File: src/rtl/decoder_rr_arbiter.sv
// decoder_rr_arbiter: round-robin arbiter sharing one 3-to-8 select decoder among 8 requesters.
// Optional build macro GRANT_TIMEOUT_EN adds a grant-length limit of TIMEOUT cycles.  Rev 1.0
`default_nettype none

module decoder_rr_arbiter #(
    parameter int IDX_W   = 3,
    parameter int TIMEOUT = 16
) (
    input  logic                    clk,
    input  logic                    rst,
    input  logic                    en,
    input  logic [(1<<IDX_W)-1:0]   req,
    output logic                    gnt_valid,
    output logic [IDX_W-1:0]        gnt_idx,
    output logic [(1<<IDX_W)-1:0]   gnt_onehot,
    output logic                    timeout_hit
);

    localparam int N = 1 << IDX_W;

    localparam logic [0:0] ST_IDLE  = 1'b0;
    localparam logic [0:0] ST_GRANT = 1'b1;

    if (IDX_W != 3 || TIMEOUT < 1) begin : g_param_check
        $error("decoder_rr_arbiter: IDX_W must be 3 and TIMEOUT at least 1");
    end

    logic [0:0]       state;
    logic [IDX_W-1:0] ptr;
    logic [IDX_W-1:0] next_after;
    logic [IDX_W-1:0] scan_base;
    logic [IDX_W-1:0] scan_idx;
    logic [IDX_W-1:0] win_idx;
    logic             win_found;
    logic             force_rel;
    logic             release_evt;
    logic             grant_load;

    assign next_after = gnt_idx + IDX_W'(1);

`ifdef GRANT_TIMEOUT_EN
    localparam int CNT_W = $clog2(TIMEOUT) + 1;
    logic [CNT_W-1:0] cnt;

    assign force_rel = (state == ST_GRANT) && req[gnt_idx] && (cnt == CNT_W'(TIMEOUT - 1));

    always_ff @(posedge clk or posedge rst) begin
        if (rst) begin
            cnt <= '0;
        end else if (grant_load) begin
            cnt <= '0;
        end else if (state == ST_GRANT) begin
            cnt <= cnt + CNT_W'(1);
        end
    end
`else
    assign force_rel = 1'b0;
`endif

    assign release_evt = (state == ST_GRANT) && (!req[gnt_idx] || force_rel);

    // On release the scan starts just past the current owner, i.e. at the updated ptr.
    assign scan_base = (state == ST_GRANT) ? next_after : ptr;

    // Scan downwards so the lowest offset from scan_base wins.
    always_comb begin
        win_found = 1'b0;
        win_idx   = '0;
        scan_idx  = '0;
        for (int k = N - 1; k >= 0; k--) begin
            scan_idx = scan_base + IDX_W'(k);
            if (req[scan_idx]) begin
                win_found = 1'b1;
                win_idx   = scan_idx;
            end
        end
    end

    assign grant_load = en && win_found && ((state == ST_IDLE) || release_evt);

    always_ff @(posedge clk or posedge rst) begin
        if (rst) begin
            state       <= ST_IDLE;
            ptr         <= '0;
            gnt_valid   <= 1'b0;
            gnt_idx     <= '0;
            gnt_onehot  <= '0;
            timeout_hit <= 1'b0;
        end else begin
            timeout_hit <= 1'b0;
            case (state)
                ST_IDLE: begin
                    if (grant_load) begin
                        state      <= ST_GRANT;
                        gnt_valid  <= 1'b1;
                        gnt_idx    <= win_idx;
                        gnt_onehot <= N'(1) << win_idx;
                    end
                end
                ST_GRANT: begin
                    if (!en || release_evt) begin
                        ptr         <= next_after;
                        timeout_hit <= en && force_rel;
                        if (grant_load) begin
                            gnt_idx    <= win_idx;
                            gnt_onehot <= N'(1) << win_idx;
                        end else begin
                            state      <= ST_IDLE;
                            gnt_valid  <= 1'b0;
                            gnt_idx    <= '0;
                            gnt_onehot <= '0;
                        end
                    end
                end
                default: begin
                    state      <= ST_IDLE;
                    gnt_valid  <= 1'b0;
                    gnt_idx    <= '0;
                    gnt_onehot <= '0;
                end
            endcase
        end
    end

endmodule

`default_nettype wire

File: config.mk
export PLATFORM = sky130hd
export DESIGN_NAME = decoder_rr_arbiter
export DESIGN_NICKNAME = d
export VERILOG_FILES = /design/src/rtl/decoder_rr_arbiter.sv
export SDC_FILE = /design/constraint.sdc
export NUM_CORES = 1
export LEC_CHECK = 0
export CORE_MARGIN = 1.5
export CORE_UTILIZATION = 27
export CTS_BUF_LIST = sky130_fd_sc_hd__clkbuf_16
export DETAILED_ROUTE_END_ITERATION = 6
export PLACE_DENSITY_LB_ADDON = 0.1
export SKIP_LAST_GASP = 1
export SYNTH_ARGS = -nofsm -noshare
export SYNTH_HDL_FRONTEND = slang
export SYNTH_SLANG_ARGS = --single-unit
export TNS_END_PERCENT = 100
File: constraint.sdc
create_clock -name clk -period 3.8 [get_ports clk]
set_clock_uncertainty 0.1 [all_clocks]
set_input_delay 0.95 -clock clk [delete_from_list [all_inputs] [get_ports clk]]
set_output_delay 0.95 -clock clk [all_outputs]
set_load 0.1 [all_outputs]
# Word level (Yosys, flattened, before mapping)
# Index checks and enable logic that the tools add are counted.
[word_totals]
regBits = 16
inputBits = 11
output_inout_bits = 13
wordCells = 87
[op_classes]
eq_ne = 3
shift = 1
add_sub_neg = 8
n_lt_le_gt_ge = 9
n_reduce_logical = 10
bitwise = 1
mux = 50
[ops]
columns = ["cell", "n"]
rows = [
  ["3-bit by 4-bit < comparator with 1-bit output (second input constant)", 9],
  ["3-bit two-way mux", 12],
  ["1-bit binary-select mux with 3-bit select", 9],
  ["8-bit two-way mux", 3],
  ["1-bit two-way mux", 22],
  ["8-bit one-hot mux with 2 select lines", 1],
  ["3-bit adder (second input constant)", 4],
  ["1-bit by 3-bit left shift with 8-bit output (first input constant)", 1],
  ["3-bit by 1-bit adder with 3-bit output (second input constant)", 2],
  ["3-bit by 2-bit adder with 3-bit output (second input constant)", 2],
  ["3-bit one-hot mux with 2 select lines", 1],
  ["2-bit inequality test (second input constant)", 2],
  ["1-bit one-hot mux with 2 select lines", 2],
  ["2-bit AND reduction", 2],
  ["1-bit logical AND", 3],
  ["3-bit AND reduction", 1],
  ["1-bit logical NOT", 2],
  ["1-bit logical OR", 2],
  ["2-bit by 1-bit inequality test with 1-bit output (second input constant)", 1],
  ["1-bit NOT", 1],
]

# Longest topological paths before layout
# Gate-level depths: netlist of run 1.
[logic_depth]
depth_word = 18
ltp_mapped = 15
depth_no_buf = 12

# Least setup slack after synthesis of run 1
# Ideal clock, no wire load.
[synth_path]
path_kind = "register to register"
start = "register gnt_idx[1]"
end = "register gnt_onehot[2]"
path_slack_ps = -515
path_buffers = 2
t_arrival_ps = 4092
stages_incl_launch_ff = 12
setup_ps = 123
required_time_ps = 3577
synth_period_minus_slack_ps = 4315
cell_sequence = "dfrtp_1 ha_1 mux2_2 clkbuf_1 ha_1 buf_1 mux2_2 o21ai_0 o221a_2 a31oi_1 o41a_1 a32o_1"
[synth_between]
elab_chain_cells = 18
word_cells_on_any_way = 57
cone_classes = "8 x add/sub; 2 x eq/ne; 1 x shift; 39 x mux; 7 x reduce/logical"
[synth_rtl]
columns = ["element", "line_no", "source"]
rows = [
  ["start, declared", "14", "output logic [IDX_W-1:0] gnt_idx,"],
  ["start signal, assigned", "96", "gnt_idx <= win_idx;"],
  ["start signal, assigned", "105", "gnt_idx <= win_idx;"],
  ["3-bit by 1-bit adder with 3-bit output (*)", "39", "assign next_after = gnt_idx + IDX_W'(1);"],
  ["net next_after[1]", "30", "logic [IDX_W-1:0] next_after;"],
  ["3-bit two-way mux (*)", "63", "assign scan_base = (state == ST_GRANT) ? next_after : ptr;"],
  ["3-bit adder", "71", "scan_idx = scan_base + IDX_W'(k);"],
  ["1-bit binary-select mux with 3-bit select", "72", "if (req[scan_idx]) begin"],
  ["1-bit two-way mux (not written as such)", "72", ""],
  ["1-bit two-way mux (8 in series)", "72", ""],
  ["1-bit logical AND (2 in series)", "79", "assign grant_load = en && win_found && ((state == ST_IDLE) || release_evt);"],
  ["8-bit two-way mux", "104", "if (grant_load) begin"],
  ["8-bit two-way mux", "101", "if (!en || release_evt) begin"],
  ["8-bit one-hot mux with 2 select lines", "91", "case (state)"],
  ["end signal, assigned", "97", "gnt_onehot <= N'(1) << win_idx;"],
  ["end signal, assigned", "106", "gnt_onehot <= N'(1) << win_idx;"],
  ["end, declared", "15", "output logic [(1<<IDX_W)-1:0] gnt_onehot,"],
]
# The timed path passes the listed nets; every way through them passes the cells marked *. The select of a mux whose other input is x is not followed.
# A chain may end at the register's enable or synchronous reset.

# Worst setup path in the final report of run 1
[layout_path]
start = "register gnt_idx[1]"
end = "register gnt_onehot[7]"
# The elaborated chain is that of the path after synthesis.

==> results of run 1 <==
==> flip-flops by register name (all words and copies together), names as in the netlist <==
signal	flops
ptr	3
gnt_idx	3
gnt_onehot	8
gnt_valid	1
state	1
==> cells by family (layout without fill, tap and decap cells) <==
logic type | count (synthesis) | after routing | share of synthesized area (%)
buffers and inverters | 14 | 47 | 4.80
adders and majority gates | 3 | 3 | 2.09
xor gates and xnor gates | 5 | 5 | 3.69
and+or+nand+nor | 50 | 50 | 16.4
other | 1 | 1 | 0.208
muxes | 35 | 35 | 24.8
AOI/OAI and AO/OA | 59 | 59 | 25.7
DFF | 16 | 16 | 22.3
==> placed cells by master, fill, tap and decap left out, types with 3 or more instances in the layout <==
cell type / netlist / layout
o21ai_0: 8 / 8
ha_1: 3 / 3
nor3_1: 3 / 3
clkdlybuf4s50_1: 0 / 19
nand3_1: 4 / 4
a211oi_1: 3 / 3
clkbuf_16: 0 / 3
dfrtp_1: 16 / 14
a21oi_1: 7 / 7
mux4_2: 4 / 4
o211ai_1: 4 / 4
nor2_1: 9 / 9
nand2_1: 11 / 11
buf_4: 3 / 18
inv_1: 5 / 6
a32o_1: 8 / 8
nand2b_1: 6 / 6
mux2_2: 11 / 11
a21o_1: 3 / 3
mux2i_1: 16 / 16
xnor2_2: 3 / 3
==> stage by stage <==
| stage | area, um^2 | std cells |
|---|---|---|
| after CTS | 2240 | 293 |
| after global routing | 2240 | 293 |
| after global placement | 2160 | 289 |
| after floorplan | 1810 | 183 |
| after detailed placement | 2160 | 289 |
| final | 2240 | 293 |
==> worst paths after layout <==
path / to / slack (ns) / cells past startpoint
setup reg to reg: gnt_onehot[7] / 0.23 / 13
min in group asynchronous: gnt_valid / 0.98 / 2
hold / removal: gnt_onehot[0] / 0.39 / 1
hold reg to reg: gnt_onehot[0] / 0.39 / 1
setup / recovery: gnt_onehot[7] / 0.23 / 13
max in group asynchronous: gnt_idx[0] / 2.16 / 2
==> critical path: cells and delay by family, from the launching register on <==
family          cells  cell delay [ns]
flops               1             0.51
mux                 2             0.46
fa+ha+maj           2             0.73
buf+inv             1             0.16
simple gates        1             0.12
compound gates      7             1.35
==> layer usage <==
| metal | up-vias | track usage (%) | part of all wire (%) |
|---|---|---|---|
| met3 | 11 | 2.06 | 4.1 |
| met4 | 0 | 3.37 | 1.7 |
| li1 | 781 | - | - |
| met1 | 791 | 20.6 | 46 |
| met5 | - | 0 | 0 |
| met2 | 60 | 25.8 | 48 |
==> layout make-up <==
cell class | count | area [um^2]
timing repair buffer | 37 | 325
clock inverter | 1 | 3.75
tap | 77 | 96.3
fill | 666 | 4140
sequential | 16 | 408
clock buffer | 3 | 75.1
multi-input combinational | 153 | 1310
inverter | 6 | 22.5
==> out/results.tsv, run 1 <==
stage	metric	value	unit
route	vias per std cell	5.61	
critical_path	Critical R2R Launch	gnt_idx[1]	
synth	Post-synth EDFFs	0	
synth	syn avg cell area	9.83	um^2
status	outcome	finished, final reports clean	
timing	setup TNS	0	ns
timing	fin crit share	93.9	%
synth	post-synthesis cell area	1800	um^2
critical_path	Slowest cell on crit path	dfrtp_4	
placement	I/O Buffers	22	
floorplan	Die Wd	84.6	um
floorplan	num rows	29	
synth	syn nets	197	
floorplan	Initial Util	28.2	%
clocking	Sink Count	16	
route	total wire length	5350	um
grt	total global routing overflow	0	
clocking	number of H-tree levels	1	
timing	Fin. Hold Viols	0	
clocking	post_cts resized	0	
clocking	CTS tree	done	
clocking	clock-pin slew on the worst setup and hold paths	0.05	ns
grt	initial antenna violation count	0	
critical_path	Crit path required time	3.83	ns
grt	first-pass GRT wire length	8870	um
critical_path	CP Cell Sequence	ha_1 -> mux2_2 -> ha_1 -> mux2i_1 -> o21ai_0 -> o21ai_0 -> buf_4 -> o221a_2 -> a31oi_1 -> o22ai_1 -> nand2_1 -> o41ai_2 -> a32o_1	
critical_path	startpoint class of the critical path	flop	
layout	post-layout util	35.1	%
synth	synth warn	0	
route	remaining antenna violation count after routing	0	
route	initial DRC count	165	
floorplan	core box area	6390	um^2
timing	RSZ-0062 raised after global routing	no	
timing	slew at the pin closest to its max-slew limit	0.995	ns
critical_path	CP max stage delay	0.51	ns
timing	setup ws final	0.234	ns
synth	Syn Inst Count	183	
critical_path	crit path max fanout	5	
synth	Netlist cell types	62	
min_path	worst min path class	flop to flop	
critical_path	Arrival @ worst endpoint	3.60	ns
timing	post-layout min period	3.57	ns
timing	fin. max-slew vios	0	
floorplan	Die Ht	84.6	um
layout	Ant. Diodes	0	
route	routed vias	1643	
flow_run	maxcap violations	0	
clocking	Worst-Skew Late Latency	0.25	ns
layout	area growth from synthesis to layout	24.7	%
synth	dominant cell type by area after synthesis	dfrtp_1	
synth	post-synth top area share	22.3	%
route	DRT Pass-1 Iters	4	
placement	dpl hpwl	4280	um
critical_path	critical path class	flop to flop	
synth	Synth area leaders	dfrtp_1 (22%), mux2i_1 (8.9%), mux2_2 (6.9%), mux4_2 (5.0%), a32o_1 (4.5%)	
timing	Slew headroom	33.5	%
placement	routability cong.	0.834	
clocking	hold_buf cts	0	
synth	register bit total from synthesis	16	
floorplan	IO Pins	24	
clocking	Max Buffers Root-to-Sink	2	
timing	maximum clock rate	0.280	GHz
placement	worst slack, placed	0.133	ns
route	detailed-route wire length per cell	18.3	um
critical_path	kind of end point of the critical path	flop	
clocking	root buffer cell	clkbuf_16	
min_path	Hold Startpoint	gnt_onehot[0]	
route	DRC	0	
grt	largest net degree at the start of global routing	17	
timing	hold_ws	0.394	ns
timing	Finish-stage setup viols	0	
critical_path	crit path from	gnt_idx[1]	
synth	ys async rst share	100	%
floorplan	Die ar.	7160	um^2
clocking	total CTS buffers	3	
synth	commonest cells in the netlist	dfrtp_1 (16), mux2i_1 (16), mux2_2 (11), nand2_1 (11), nor2_1 (9)	
synth	Main synth FF type	dfrtp_1	
layout	layout cells sized above 1	25.9	%
grt	vias in the first global route	1708	
grt	all-layer global routing usage	15.2	%
layout	fin nets	231	
clocking	Post-CTS Setup Inserts	0	
synth	register area share after synthesis	22.3	%
Power of run 1 is not shown: default switching activity piles up to over one toggle a cycle in this logic, so the estimate is an artifact.
==> inputs of run 2 (changes only) <==
ABC_CLOCK_PERIOD_IN_PS = 3800   (was not set)
DONT_BUFFER_PORTS = 1   (was not set)
==> run 2 against run 1 <==
Worst hold slack improved by 0.025 ns. First-iteration DRC count decreased by 11%. Utilization decreased by 3.7 points. Clock-buffer cell count unchanged. Fmax increased by 0.31%. Global-route usage increased by 0.10 points.
==> out/results.tsv, run 2 (same netlist as run 1, synthesis figures left out) <==
stage	metric	value	unit	change
status	outcome	finished, final reports clean		
route	detailed-route wire length per cell	19.9	um	+8.7%
critical_path	crit path from	gnt_idx[0]		
clocking	Post-CTS Setup Inserts	0		unchanged
layout	most common cell after layout, fill and taps aside	mux2i_1		
route	DRC	0		unchanged
floorplan	Die Wd	84.6	um	unchanged
timing	fin crit share	93.6	%	-0.29 points
clocking	clock-pin slew on the worst setup and hold paths	0.05	ns	about the same
placement	routability cong.	0.851		+2.1%
floorplan	IO Pins	24		unchanged
timing	setup TNS	0	ns	unchanged
min_path	worst min path class	flop to flop		
timing	post-layout min period	3.56	ns	-0.0112 ns
clocking	number of H-tree levels	1		unchanged
route	initial DRC count	147		-11%
layout	fin nets	206		-11%
clocking	hold_buf cts	0		unchanged
critical_path	CP bufs+invs	3		+2
critical_path	Arrival @ worst endpoint	3.58	ns	-0.02 ns
timing	slew at the pin closest to its max-slew limit	0.923	ns	-0.0718 ns
timing	Fin. Hold Viols	0		unchanged
critical_path	CP max stage delay	0.52	ns	about the same
floorplan	core box area	6390	um^2	unchanged
layout	area growth from synthesis to layout	11.6	%	
layout	Biggest register	gnt_onehot		
grt	total global routing overflow	0		unchanged
timing	Finish-stage setup viols	0		unchanged
clocking	post_cts resized	0		unchanged
clocking	CTS tree	done		
floorplan	Die Ht	84.6	um	unchanged
critical_path	Top delay family on crit path	compound AO/OA/AOI/OAI gates		
critical_path	number of cells on the critical path	14		+1
critical_path	r2r setup slk	0.24	ns	about the same
layout	layout cells sized above 1	26.2	%	+0.25 points
clocking	Worst-Skew Late Latency	0.24	ns	about the same
route	vias per std cell	5.68		+1.3%
critical_path	CP Cell Sequence	ha_1 -> mux2_2 -> inv_1 -> ha_1 -> a211oi_1 -> a2111oi_0 -> buf_4 -> nor2_1 -> a22oi_1 -> o2111ai_1 -> a31oi_1 -> buf_4 -> nor2_1 -> a32o_1		
critical_path	kind of end point of the critical path	flop		
critical_path	Critical R2R Launch	gnt_idx[0]		
placement	I/O Buffers	0		-100%
critical_path	crit path to	gnt_onehot[4]		
placement	dpl hpwl	4340	um	+1.5%
layout	Largest regs	gnt_onehot (8), gnt_idx (3), ptr (3)		
critical_path	Slowest cell on crit path	dfrtp_4		
route	total wire length	5320	um	-0.54%
critical_path	R2R Path End	gnt_onehot[4]		
critical_path	crit path max fanout	7		+2
grt	largest net degree at the start of global routing	17		unchanged
timing	fin. max-slew vios	0		unchanged
grt	vias in the first global route	1606		-6.0%
flow_run	maxcap violations	0		unchanged
route	DRT Pass-1 Iters	4		unchanged
critical_path	startpoint class of the critical path	flop		
critical_path	reg2reg path depth	14		+1
layout	highest-count cells in the layout ignoring fill and taps	mux2i_1 (16), dfrtp_1 (14), buf_4 (12)		
floorplan	num rows	29		unchanged
clocking	root buffer cell	clkbuf_16		
floorplan	Die ar.	7160	um^2	unchanged
floorplan	Initial Util	28.2	%	unchanged
grt	initial antenna violation count	0		unchanged
layout	max reg flops	8		unchanged
route	routed vias	1522		-7.4%
timing	maximum clock rate	0.281	GHz	+0.31%
timing	RSZ-0062 raised after global routing	no		
layout	Ant. Diodes	0		unchanged
grt	first-pass GRT wire length	8770	um	-1.1%
clocking	Sink Count	16		unchanged
critical_path	critical path class	flop to flop		
route	remaining antenna violation count after routing	0		unchanged
grt	all-layer global routing usage	15.3	%	+0.10 points
layout	# fillers	677		+1.7%
critical_path	Crit path required time	3.82	ns	about the same
timing	Slew headroom	38.5	%	+5.0 points
clocking	Max Buffers Root-to-Sink	2		unchanged
clocking	total CTS buffers	3		unchanged
[run 2: cell count changes in the layout (fill, tap and decap cells not counted), sizes merged]
cell / change
clkdlybuf4s50: -19
buf: -6
[run 2: layout make-up]
| cell class | instances | area (um^2) | share of cell area, % |
|---|---|---|---|
| repair buffers | 12 | 90.1 | 4.49 |
| flip-flops and latches | 16 | 408 | 20.3 |
| well taps | 77 | 96.3 | 4.80 |
| clock inverters | 1 | 3.75 | 0.187 |
| clock buffers | 3 | 75.1 | 3.74 |
| multi-input cells | 153 | 1310 | 65.4 |
| inverters | 6 | 22.5 | 1.12 |
[run 2: how the worst min path moves through the flow]
stage | start | endpoint | slack (ns) | cells after the start
after floorplan | ptr[2] | ptr[2] | 0.37 | 2
after global placement | ptr[2] | ptr[2] | 0.40 | 2
after detailed placement | ptr[2] | ptr[2] | 0.40 | 2
after CTS | ptr[2] | ptr[2] | 0.42 | 2
after global routing | ptr[2] | ptr[2] | 0.47 | 2
final | ptr[2] | ptr[2] | 0.42 | 2
[run 2: metal layers]
metal | routed length, um | vias up | track usage [%]
met5 | 0 | - | 0
met4 | 59 | 0 | 3.67
met3 | 405 | 6 | 3.24
met2 | 2400 | 42 | 24.0
met1 | 2450 | 744 | 21.6
li1 | - | 730 | -
[run 2: metrics by stage]
stage	setup slack (ns)	area (um^2)	utilization, %	std cells	hold slack [ns]
CTS	0.264	2010	31.4	268	0.415
global placement	0.323	1930	30.2	264	0.402
finish	0.245	2010	31.4	268	0.419
floorplan	0.0295	1810	-	183	0.373
detailed placement	0.278	1930	30.2	264	0.404
global route	0.0216	2010	31.4	268	0.466
[run 2: worst reg2reg max path: cells and delay by family, from the launching register on]
kind	cells	cell delay, ns
flip-flops	1	0.52
multiplexers	1	0.32
AO/OA/AOI/OAI	6	1.30
adder cells (fa/ha/maj)	2	0.66
buffers and inverters	3	0.43
AND/OR/NAND/NOR	2	0.12
Power of run 2 is left out for the same reason.
==> inputs of run 3 (changes only) <==
SKIP_CTS_REPAIR_TIMING = 1   (was not set)
==> results of run 3 <==
No change in the layout: final DEF, timing and power equal those of run 2.
Power of run 3 is left out for the same reason.
